### config.mk
export PLATFORM = sky130hd
export DESIGN_NAME = pipe_ctrl
export DESIGN_NICKNAME = d
export VERILOG_FILES = /design/src/rtl/pipe_ctrl.sv
export SDC_FILE = /design/constraint.sdc
export NUM_CORES = 1
export LEC_CHECK = 0
export ABC_AREA = 0
export CAP_MARGIN = 20
export CORE_UTILIZATION = 39
export CTS_BUF_LIST = sky130_fd_sc_hd__clkbuf_8
export CTS_CLUSTER_DIAMETER = 40
export DETAILED_ROUTE_END_ITERATION = 10
export PLACE_DENSITY = 0.73
export SLEW_MARGIN = 15
export SYNTH_ARGS = -nofsm -noshare
export SYNTH_HDL_FRONTEND = slang
export SYNTH_SLANG_ARGS = --single-unit
### constraint.sdc
create_clock -name clk -period 1.6 [get_ports clk]
set_input_delay 0.16 -clock clk [delete_from_list [all_inputs] [get_ports clk]]
set_output_delay 0.16 -clock clk [all_outputs]
set_load 0.01 [all_outputs]
### src/rtl/pipe_ctrl.sv
// rtl/pipe_ctrl.sv - pipeline sequencer: flag register, stalls, flush refill, retire count
module pipe_ctrl #(
    parameter int          REFILL   = 1,
    parameter logic [3:0]  FLAG_RST = 4'b0000
) (
    input  logic        clk,
    input  logic        rst,
    input  logic        start,
    input  logic        ex_valid,
    input  logic        alu_s,
    input  logic        alu_z,
    input  logic        alu_c,
    input  logic        alu_v,
    input  logic        alu_hlt,
    input  logic        alu_flush,
    input  logic        ld_use,
    output logic        flag_s,
    output logic        flag_z,
    output logic        flag_c,
    output logic        flag_v,
    output logic        pc_we,
    output logic        pc_sel,
    output logic        if_id_we,
    output logic        id_ex_we,
    output logic        if_id_clr,
    output logic        id_ex_clr,
    output logic        running,
    output logic        halted,
    output logic [15:0] retired
);

    typedef enum logic [1:0] {S_IDLE, S_RUN, S_FLUSH, S_HALT} state_t;

    localparam logic [2:0] CNT_INIT = (REFILL > 0) ? 3'(REFILL - 1) : 3'd0;

    state_t      r_state;
    logic [2:0]  r_cnt;
    logic [3:0]  r_flags;
    logic [15:0] r_retired;
    logic        r_running;
    logic        r_halted;

    logic        w_hlt;
    logic        w_flush;
    logic [3:0]  w_alu_flags;

    assign w_hlt       = ex_valid & alu_hlt;
    assign w_flush     = ex_valid & alu_flush;
    assign w_alu_flags = {alu_s, alu_z, alu_c, alu_v};

    assign {flag_s, flag_z, flag_c, flag_v} = r_flags;
    assign retired = r_retired;
    assign running = r_running;
    assign halted  = r_halted;

    // Clears win over enables downstream, so a cleared stage's we value is irrelevant.
    always_comb begin
        pc_we     = 1'b0;
        pc_sel    = 1'b0;
        if_id_we  = 1'b0;
        id_ex_we  = 1'b0;
        if_id_clr = 1'b0;
        id_ex_clr = 1'b0;
        case (r_state)
            S_IDLE: begin
                if_id_clr = 1'b1;
                id_ex_clr = 1'b1;
            end
            S_RUN: begin
                if (w_hlt) begin
                    if_id_clr = 1'b1;
                    id_ex_clr = 1'b1;
                end else if (w_flush) begin
                    pc_we     = 1'b1;
                    pc_sel    = 1'b1;
                    if_id_clr = 1'b1;
                    id_ex_clr = 1'b1;
                end else if (ld_use) begin
                    id_ex_clr = 1'b1;
                end else begin
                    pc_we    = 1'b1;
                    if_id_we = 1'b1;
                    id_ex_we = 1'b1;
                end
            end
            S_FLUSH: begin
                pc_we     = 1'b1;
                if_id_clr = 1'b1;
                id_ex_we  = 1'b1;
            end
            S_HALT: begin
            end
            default: begin
            end
        endcase
    end

    always_ff @(posedge clk) begin
        if (rst) begin
            r_state   <= S_IDLE;
            r_cnt     <= 3'd0;
            r_flags   <= FLAG_RST;
            r_retired <= 16'd0;
            r_running <= 1'b0;
            r_halted  <= 1'b0;
        end else begin
            case (r_state)
                S_IDLE: begin
                    if (start) begin
                        r_state   <= S_RUN;
                        r_running <= 1'b1;
                    end
                end
                S_RUN: begin
                    if (w_hlt) begin
                        r_retired <= r_retired + 16'd1;
                        r_state   <= S_HALT;
                        r_running <= 1'b0;
                        r_halted  <= 1'b1;
                    end else if (w_flush) begin
                        r_flags   <= w_alu_flags;
                        r_retired <= r_retired + 16'd1;
                        if (REFILL != 0) begin
                            r_state <= S_FLUSH;
                            r_cnt   <= CNT_INIT;
                        end
                    end else if (ex_valid) begin
                        r_flags   <= w_alu_flags;
                        r_retired <= r_retired + 16'd1;
                    end
                end
                S_FLUSH: begin
                    // EX holds a fetch bubble here; its control indications are stale.
                    if (r_cnt == 3'd0) begin
                        r_state <= S_RUN;
                    end else begin
                        r_cnt <= r_cnt - 3'd1;
                    end
                end
                S_HALT: begin
                    if (start) begin
                        r_state   <= S_RUN;
                        r_running <= 1'b1;
                        r_halted  <= 1'b0;
                    end
                end
                default: begin
                    r_state <= S_IDLE;
                end
            endcase
        end
    end

endmodule

==> metrics.md <==
| Metric | Value |
|---|---|
| Unrepaired setup endpoints after global routing | `true` |
| Syn Nets | `185` |
| Slew HR | `0.814` |
| Static leakage | `0.877 nW` |
| Share of cells above drive strength 1 | `0.303` |
| Hold_ws | `429 ps` |
| Synth area leader | `dfxtp_1` |
| Synth Cell Area | `1400 µm²` |
| Global-route usage over all layers | `0.205` |
| Total Routed Length | `between 3 and 4 mm` |
| Logic pwr share | `0.350` |
| Critical Path Slowest Stage Cell | `or4_4` |
| Via Count | `about 1400` |
| CP max stage delay | `between 400 and 500 ps` |
| Fin. max-slew vios | `0` |
| DP HPWL | `between 2 and 3 mm` |
| Hold Path Class | `input port to register` |
| H-tree Lvls | `1` |
| Switching Power | `0.526 mW` |
| Final WS setup | `1.49 ps` |
| Final period util | `0.999` |
| Routability congestion estimate | `about 0.84` |
| Critical path, cell by cell | `inv_4 -> ha_4 -> and4_4 -> buf_6 -> nand2_4 -> or4_4 -> a21oi_2` |
| Drt pass-1 iters | `4` |
| Die Width | `61.9 µm` |
| Filler cells | `279` |
| Worst-path clk slew | `90 ps` |
| DIE AREA | `between 3000 and 4000 µm²` |
| Switch share | `0.306` |
| Root Buffer | `clkbuf_8` |
| Yosys reg bits | `27` |
| First-pass GRT wire length | `approximately 5.7 mm` |
| TritonCTS clock tree | `yes` |
| Critical path origin | `r_state[1]$_SDFFE_PP0P_` |
| Total CTS buffers | `3` |
| GRT overflow | `0` |
| Sequential fraction of the synthesis area | `0.386` |
| Vias in the first global route | `between 1000 and 1500` |
| Post-CTS Hold Buffers | `0` |
| Ranking of synthesized cells by area | `dfxtp_1, ha_1, a21oi_1` |
| Async S/R FF share, synth | `0` |
| Sequential power share | `0.427` |
| Remaining DRCs | `0` |
| CP arrival | `1810 ps` |
| Fin crit period | `1600 ps` |
| Setup crit end kind | `register` |
| Largest net degree at the start of global routing | `16` |
| Critical setup path kind | `register to register` |
| Min-delay src | `alu_z` |
| Die Height | `61.9 µm` |
| WL per Instance | `about 14 µm` |
| Dominant synthesized flop cell | `dfxtp_1` |
| CTS Sinks | `27` |
| Antenna-violating nets left | `0` |
| Cell Rows | `21` |
| Worst IR Drop VDD | `0.000585 V` |
| DP Worst Slack | `-329 ps` |
| Final hold vios | `0` |
| EDFF count, synth | `0` |
| ANT cells | `0` |
| Final net count | `252` |
| Max Cap Violations | `0` |
| Starting Density | `0.413` |
| Synth warn | `0` |
| PwrDens | `792 nW/µm²` |
| Synth cell types | `38` |
| Io pins | `39` |
| Area of the multi-input gates | `roughly 900 µm²` |
| Outcome | `complete, no violations` |
| Syn avg cell area | `8.48 µm²` |
| Final setup violating endpoints | `0` |
| CP max FO | `6` |
| Worst Max-Slew Pin Slew | `280 ps` |
| Area Overhead vs Synth | `55.1%` |
| Drt initial violations | `49` |
| Initial antenna violation count | `0` |
| Internal power | `1.19 mW` |
| Clk_lat worst skew | `270 ps` |
| Core Footprint | `3390 µm²` |
| F_max | `~630 MHz` |
| Data required, critical path | `1810 ps` |
| Setup crit start kind | `register` |
| Clk buf depth | `2` |
| Worst r2r src | `r_state[1]$_SDFFE_PP0P_` |
| I/O Buffers | `38` |
| Vias per inst | `5.14` |
| Cells after Synth | `165` |
| Register area | `roughly 540 µm²` |
| Area share of the largest cell type after synthesis | `0.386` |
| Clk_skew | `2.10 ps` |
| Clock power share | `0.223` |
-- stage by stage --
step / util / power [mW] / setup TNS [ps] / std cells / instance area, µm²
after global placement: 0.601 / 1.26 / -3100 / 271 / 2040
after global routing: 0.640 / 1.79 / -224 / 277 / 2170
after CTS: 0.622 / 1.67 / 0 / 277 / 2110
final: 0.640 / 1.72 / 0 / 277 / 2170
after floorplan: - / 1.00 / -135 / 165 / 1430
after detailed placement: 0.601 / 1.28 / -4300 / 271 / 2040
-- what timing repair did --
item                       CTS  global route
pin swaps                    2             7
resized for setup           25            26
setup endpoints to repair   14            16
gates cloned                 0             0
setup buffers                2             0
-- path summary, 6_finish.rpt --
path	endpoint	depth (start not counted)	slack (ps)
worst max-delay path	retired[11]$_SDFFE_PP0P_	7	1
worst min-delay path	r_flags[2]$_SDFFE_PP0P_	3	430
worst max register to register	retired[11]$_SDFFE_PP0P_	7	1
worst min register to register	r_cnt[0]$_SDFFE_PP0P_	2	460
-- synth_stat cells, drive strengths merged (3+ instances only) --
| cell type | n |
|---|---|
| ha | 9 |
| o31ai | 4 |
| a21oi | 17 |
| or4 | 4 |
| nand2 | 17 |
| inv | 8 |
| o21ai | 9 |
| nand3 | 7 |
| nand4 | 3 |
| nor2 | 19 |
| xor2 | 8 |
| dfxtp | 27 |
| buf | 5 |
-- area by class of cell --
type | count | share of cell area
repair buffers | 69 | 0.272
clock buffers | 3 | 0.0190
flip-flops and latches | 27 | 0.251
well taps | 46 | 0.0265
inverters | 8 | 0.0150
multi-input cells | 123 | 0.415
clock inverters | 1 | 0.00173
-- power by group through the flow --
stage | Clock [mW] | Combinational, mW | Sequential, mW
after floorplan | 0 | 0.243 | 0.758
after global placement | 0 | 0.514 | 0.745
after detailed placement | 0 | 0.532 | 0.747
after CTS | 0.381 | 0.556 | 0.733
after global routing | 0.412 | 0.641 | 0.739
final | 0.384 | 0.601 | 0.734
-- critical path, delay by kind of cell (launching register included) --
family                     cells  cell delay, ps
buffers and inverters          2             170
DFF                            1             340
adders and majority gates      1             170
and+or+nand+nor                3             730
AOI/OAI and AO/OA              1             130
-- logic make-up after synthesis --
kind of cell | Yosys count | synth area share
AND/OR/NAND/NOR | 64 | 0.240
AO/OA/AOI/OAI | 39 | 0.167
flip-flops | 27 | 0.386
buffers and inverters | 15 | 0.0546
XOR/XNOR | 9 | 0.0564
adder cells (fa/ha/maj) | 9 | 0.0805
multiplexers | 2 | 0.0152
-- cell usage in the layout, fill, tap and decap left out, drive strengths merged --
master         count
a211oi             2
a21o               1
a21oi             17
a2bb2oi            2
a311oi             2
and2               2
and2b              1
and3               1
and3b              1
and4               2
and4b              1
buf               34
clkbuf             5
clkdlybuf4s15      1
clkdlybuf4s50     31
dfxtp             27
dlygate4sd2        1
ha                 9
inv                9
mux2               1
mux2i              1
nand2             17
nand2b             2
nand3              7
nand4              3
nor2              19
nor2b              2
nor4               1
o21a               2
o21ai              9
o31ai              4
or3                1
or4                4
xnor2              1
xor2               8
-- per-layer routing --
layer	GRT usage	part of all wire	vias to the layer above
met4	0.0889	0.022	0
met5	0	0	-
li1	-	-	706
met1	0.245	0.43	669
met3	0.0435	0.040	8
met2	0.355	0.51	41
-- flip-flops by register name (all words and copies together) (netlist names) --
register / cells
running: 1
r_flags: 4
halted: 1
r_cnt: 3
r_state: 2
retired: 16
No activity file was read; power rests on OpenSTA's default activity.
==> variant 1: new RTL, config.mk and constraints unchanged <==
Re-encode `state_t` (4 states) as one-hot, 4 bits wide.
--- a/src/rtl/pipe_ctrl.sv
+++ b/src/rtl/pipe_ctrl.sv
@@ -29,7 +29,7 @@
     output logic [15:0] retired
 );
 
-    typedef enum logic [1:0] {S_IDLE, S_RUN, S_FLUSH, S_HALT} state_t;
+    typedef enum logic [3:0] {S_IDLE = 4'b0001, S_RUN = 4'b0010, S_FLUSH = 4'b0100, S_HALT = 4'b1000} state_t;
 
     localparam logic [2:0] CNT_INIT = (REFILL > 0) ? 3'(REFILL - 1) : 3'd0;
 
Behaviour: same outputs for any inputs over 10 cycles, from zero or initial values and one cycle with rst high; not proved beyond that.
==> variant 1 against the unedited design <==
Highest routed layer unchanged; first-iteration DRC count up 130%; via count rose by 12%; setup slack worse by 0.34 ns; design area is 16% higher; the flow now finishes with violations (setup timing); critical path type unchanged; sequential cell count is 2 higher; synthesized area is 3.1% higher; routed wire length increased by 15%.
Power is not compared: it rests on default switching activity, and its combinational part moved more than twofold at a synthesized area within 25%.
==> variant 1: results (changes against the unedited design) <==
[grt]
grt_max_degree = 15  ; -1
grt_first_pass_wirelength_mm = 6.95  ; +22%
gr-usage-all-layers = 0.227  ; +0.0220
grt_use_met2 = 0.380  ; +0.0256
grt_pass1_vias = 1519  ; +14%

[status]
status = finished with violations
violations = setup timing

[min_path]
hold_path_depth = 2  ; -1
hold_path.class = register to register
holdPathEnd = halted

[clocking]
cts_made_buffers = 5  ; +2
htree_levels = 2  ; +1

[critical_path]
path_max_fanout = 5  ; -1
worstPathArrival_ns = 2.16  ; +0.35 ns
regToRegEndpoint = retired[15]

[logic_synthesis]
synthTopCellsByCount = dfxtp_1, nor2_1, a21oi_1
synth_cell_types = 37  ; -2.6%
yosys-top-cells-area = dfxtp_1, nor2_1, a21oi_1, xnor2_1, mux2i_1
yosysSeqAreaShare = 0.402  ; +0.0160

[sta]
final-setup-viol-count = 30  ; +30
skew_ns = 0.00855  ; +0.00645 ns
finalWorstSetupSlack_ns = -0.340  ; -0.341 ns
setup_tns_ns = -4.35  ; -4.35 ns

[routing]
wl_per_cell_um = 15.2  ; +8.2%
vias = 1591  ; +12%

[placement]
post-place-cells = 277  ; +2.2%
pre_cts_slack_ns = -0.400  ; -0.0711 ns

==> variant 1: changes by cell type after synthesis, moves of 5 or more <==
cell	unedited run	this run
clkbuf_1	2	7
ha_1	9	3
nand2_1	16	7
nor3_1	0	10
or3_1	0	6
xnor2_1	1	8
xor2_1	8	3
==> variant 1: worst max path at each step <==
| stage | depth (start not counted) | endpoint |
|---|---|---|
| after floorplan | 6 | retired[15] |
| after global placement | 6 | if_id_clr |
| after detailed placement | 6 | if_id_clr |
| after CTS | 5 | retired[13] |
| after global routing | 5 | retired[15] |
| final | 5 | retired[15] |
==> variant 1: what timing repair did <==
item / 4_1_cts / 5_1_grt
setup endpoints to repair: 25 / 30
resized for setup: 36 / 39
buffers inserted: 3 / 8
hold buffers: 0 / 0
pin swaps: 8 / 20
==> variant 1: routing by layer <==
layer  vias to the layer above  part of all wire
li1                        766                 -
met1                       775              0.40
met2                        41              0.55
met3                         9             0.036
met4                         0             0.016
met5                         -                 0
==> variant 1: final cells by class <==
cell class | count | area, um2
repair buffers | 79 | 709
clock inverters | 1 | 5.00
clock buffers | 7 | 96.3
well taps | 46 | 57.6
fillers | 260 | 935
flip-flops and latches | 29 | 588
multi-input cells | 125 | 1020
inverters | 8 | 30.0
==> variant 1: critical path, stage by stage, from the launching register on <==
cell	delay [ns]
dfxtp_2	0.32
or4b_4	0.56
buf_8	0.15
or3_4	0.39
or3_4	0.34
a21oi_2	0.11
==> variant 1: cells by family after synthesis <==
| logic type | after synthesis | synth area share |
|---|---|---|
| adders and majority gates | 3 | 0.0260 |
| DFF | 29 | 0.402 |
| buffers and inverters | 19 | 0.0564 |
| AOI/OAI and AO/OA | 32 | 0.134 |
| xor gates and xnor gates | 11 | 0.0668 |
| muxes | 5 | 0.0347 |
| and+or+nand+nor | 74 | 0.280 |
==> variant 1: through the flow <==
stage,instance area [um2],hold WS (ns),util
6_report,2510,0.472,0.728
3_3_place_gp,2130,0.463,0.619
5_1_grt,2510,0.527,0.728
2_1_floorplan,1530,0.272,-
4_1_cts,2320,0.468,0.674
3_5_place_dp,2130,0.458,0.619
==> variant 1: power by group through the flow <==
stage | Sequential (W) | Combinational, W | Clock [W]
floorplan | 0.000756 | 0.000105 | 0
global placement | 0.000754 | 0.000219 | 0
detailed placement | 0.000755 | 0.000223 | 0
CTS | 0.000739 | 0.000226 | 0.000677
global route | 0.000740 | 0.000282 | 0.000725
finish | 0.000741 | 0.000263 | 0.000668
==> variant 2: new RTL, same settings <==
Without the edit above. The parameter `REFILL` goes from 1 to 0.
--- a/src/rtl/pipe_ctrl.sv
+++ b/src/rtl/pipe_ctrl.sv
@@ -1,6 +1,6 @@
 // rtl/pipe_ctrl.sv - pipeline sequencer: flag register, stalls, flush refill, retire count
 module pipe_ctrl #(
-    parameter int          REFILL   = 1,
+    parameter int          REFILL   = 0,
     parameter logic [3:0]  FLAG_RST = 4'b0000
 ) (
     input  logic        clk,
Formal check against the unedited RTL: not equivalent (Yosys sat finds a counterexample within 4 cycles, from zero or initial values and one cycle with rst high).
==> variant 2 against the unedited design <==
The flow now finishes with violations (setup timing); critical path type is now register to output pin; critical endpoint is now pc_we; largest cell class unchanged; utilization grew 4.2 points; design area shrank 0.81%; synthesized area shrank 4.1%; setup slack lost 0.11 ns; sequential cell count is the same; routed wire length shrank 1.1%.
Power is not compared: it rests on default switching activity, and its combinational part moved more than twofold at a synthesized area within 25%.
==> variant 2: results (changes against the unedited design) <==
[layout]
drive_gt1_frac = 0.332  ; +0.0288
filler_cell_count = 250  ; -10%
inv_count = 9  ; +1
multiInputGateArea_um2 = 865  ; -3.9%
nMultiInputCombCells = 115  ; -6.5%
final_nets = 246  ; -2.4%
final_core_util = 0.683  ; +0.0425
layout.cells.non_filler = 270  ; -2.5%

[sta]
setup_tns_ns = -0.297  ; -0.297 ns
final-setup-viol-count = 5  ; +5
relSlewSlack = 0.785  ; -0.0290
finalWorstSetupSlack_ns = -0.106  ; -0.107 ns

[routing]
vias = 1434  ; +0.70%

[status]
status = finished with violations
violations = setup timing

[clocking]
ctsResizeCount = 35  ; +40%

[grt]
grt_max_degree = 15  ; -1
gr-usage-all-layers = 0.218  ; +0.0134

[placement]
place_hpwl_mm = 2.73  ; -3.4%

[logic_synthesis]
synthMuxAreaShare = 0.0168  ; +0.00159
yosysSeqAreaShare = 0.403  ; +0.0166
synth_fa_ha_area_frac = 0.0746  ; -0.00587
avgSynthCellArea_um2 = 8.49  ; +0.13%
synth_cell_types = 34  ; -11%
synth_compound_gate_area_share = 0.146  ; -0.0217

[critical_path]
r2r_setup_slack_ns = -0.09  ; -0.09 ns
path_max_fanout = 3  ; -3

variant 2: changes by cell type after synthesis, moves of 3 or more:
cell     delta
nand2_1     -4
nor2_1      +3
nor3_1      +3
nor4_1      +3
o31ai_1     -3
or4_1       -3
xnor2_1     +7
xor2_1      -6
variant 2: power by group through the flow:
stage | sequential (W) | clock (W) | combinational (W)
2_1_floorplan | 0.000723 | 0 | 0.000112
3_3_place_gp | 0.000717 | 0 | 0.000255
3_5_place_dp | 0.000718 | 0 | 0.000264
4_1_cts | 0.000705 | 0.000395 | 0.000278
5_1_grt | 0.000707 | 0.000412 | 0.000318
6_report | 0.000705 | 0.000383 | 0.000297
variant 2: routing by layer:
metal | part of all wire | GRT usage | up-vias
li1 | - | - | 681
met1 | 0.39 | 0.242 | 694
met2 | 0.55 | 0.394 | 47
met3 | 0.044 | 0.0554 | 12
met4 | 0.021 | 0.0942 | 0
met5 | 0 | 0 | -
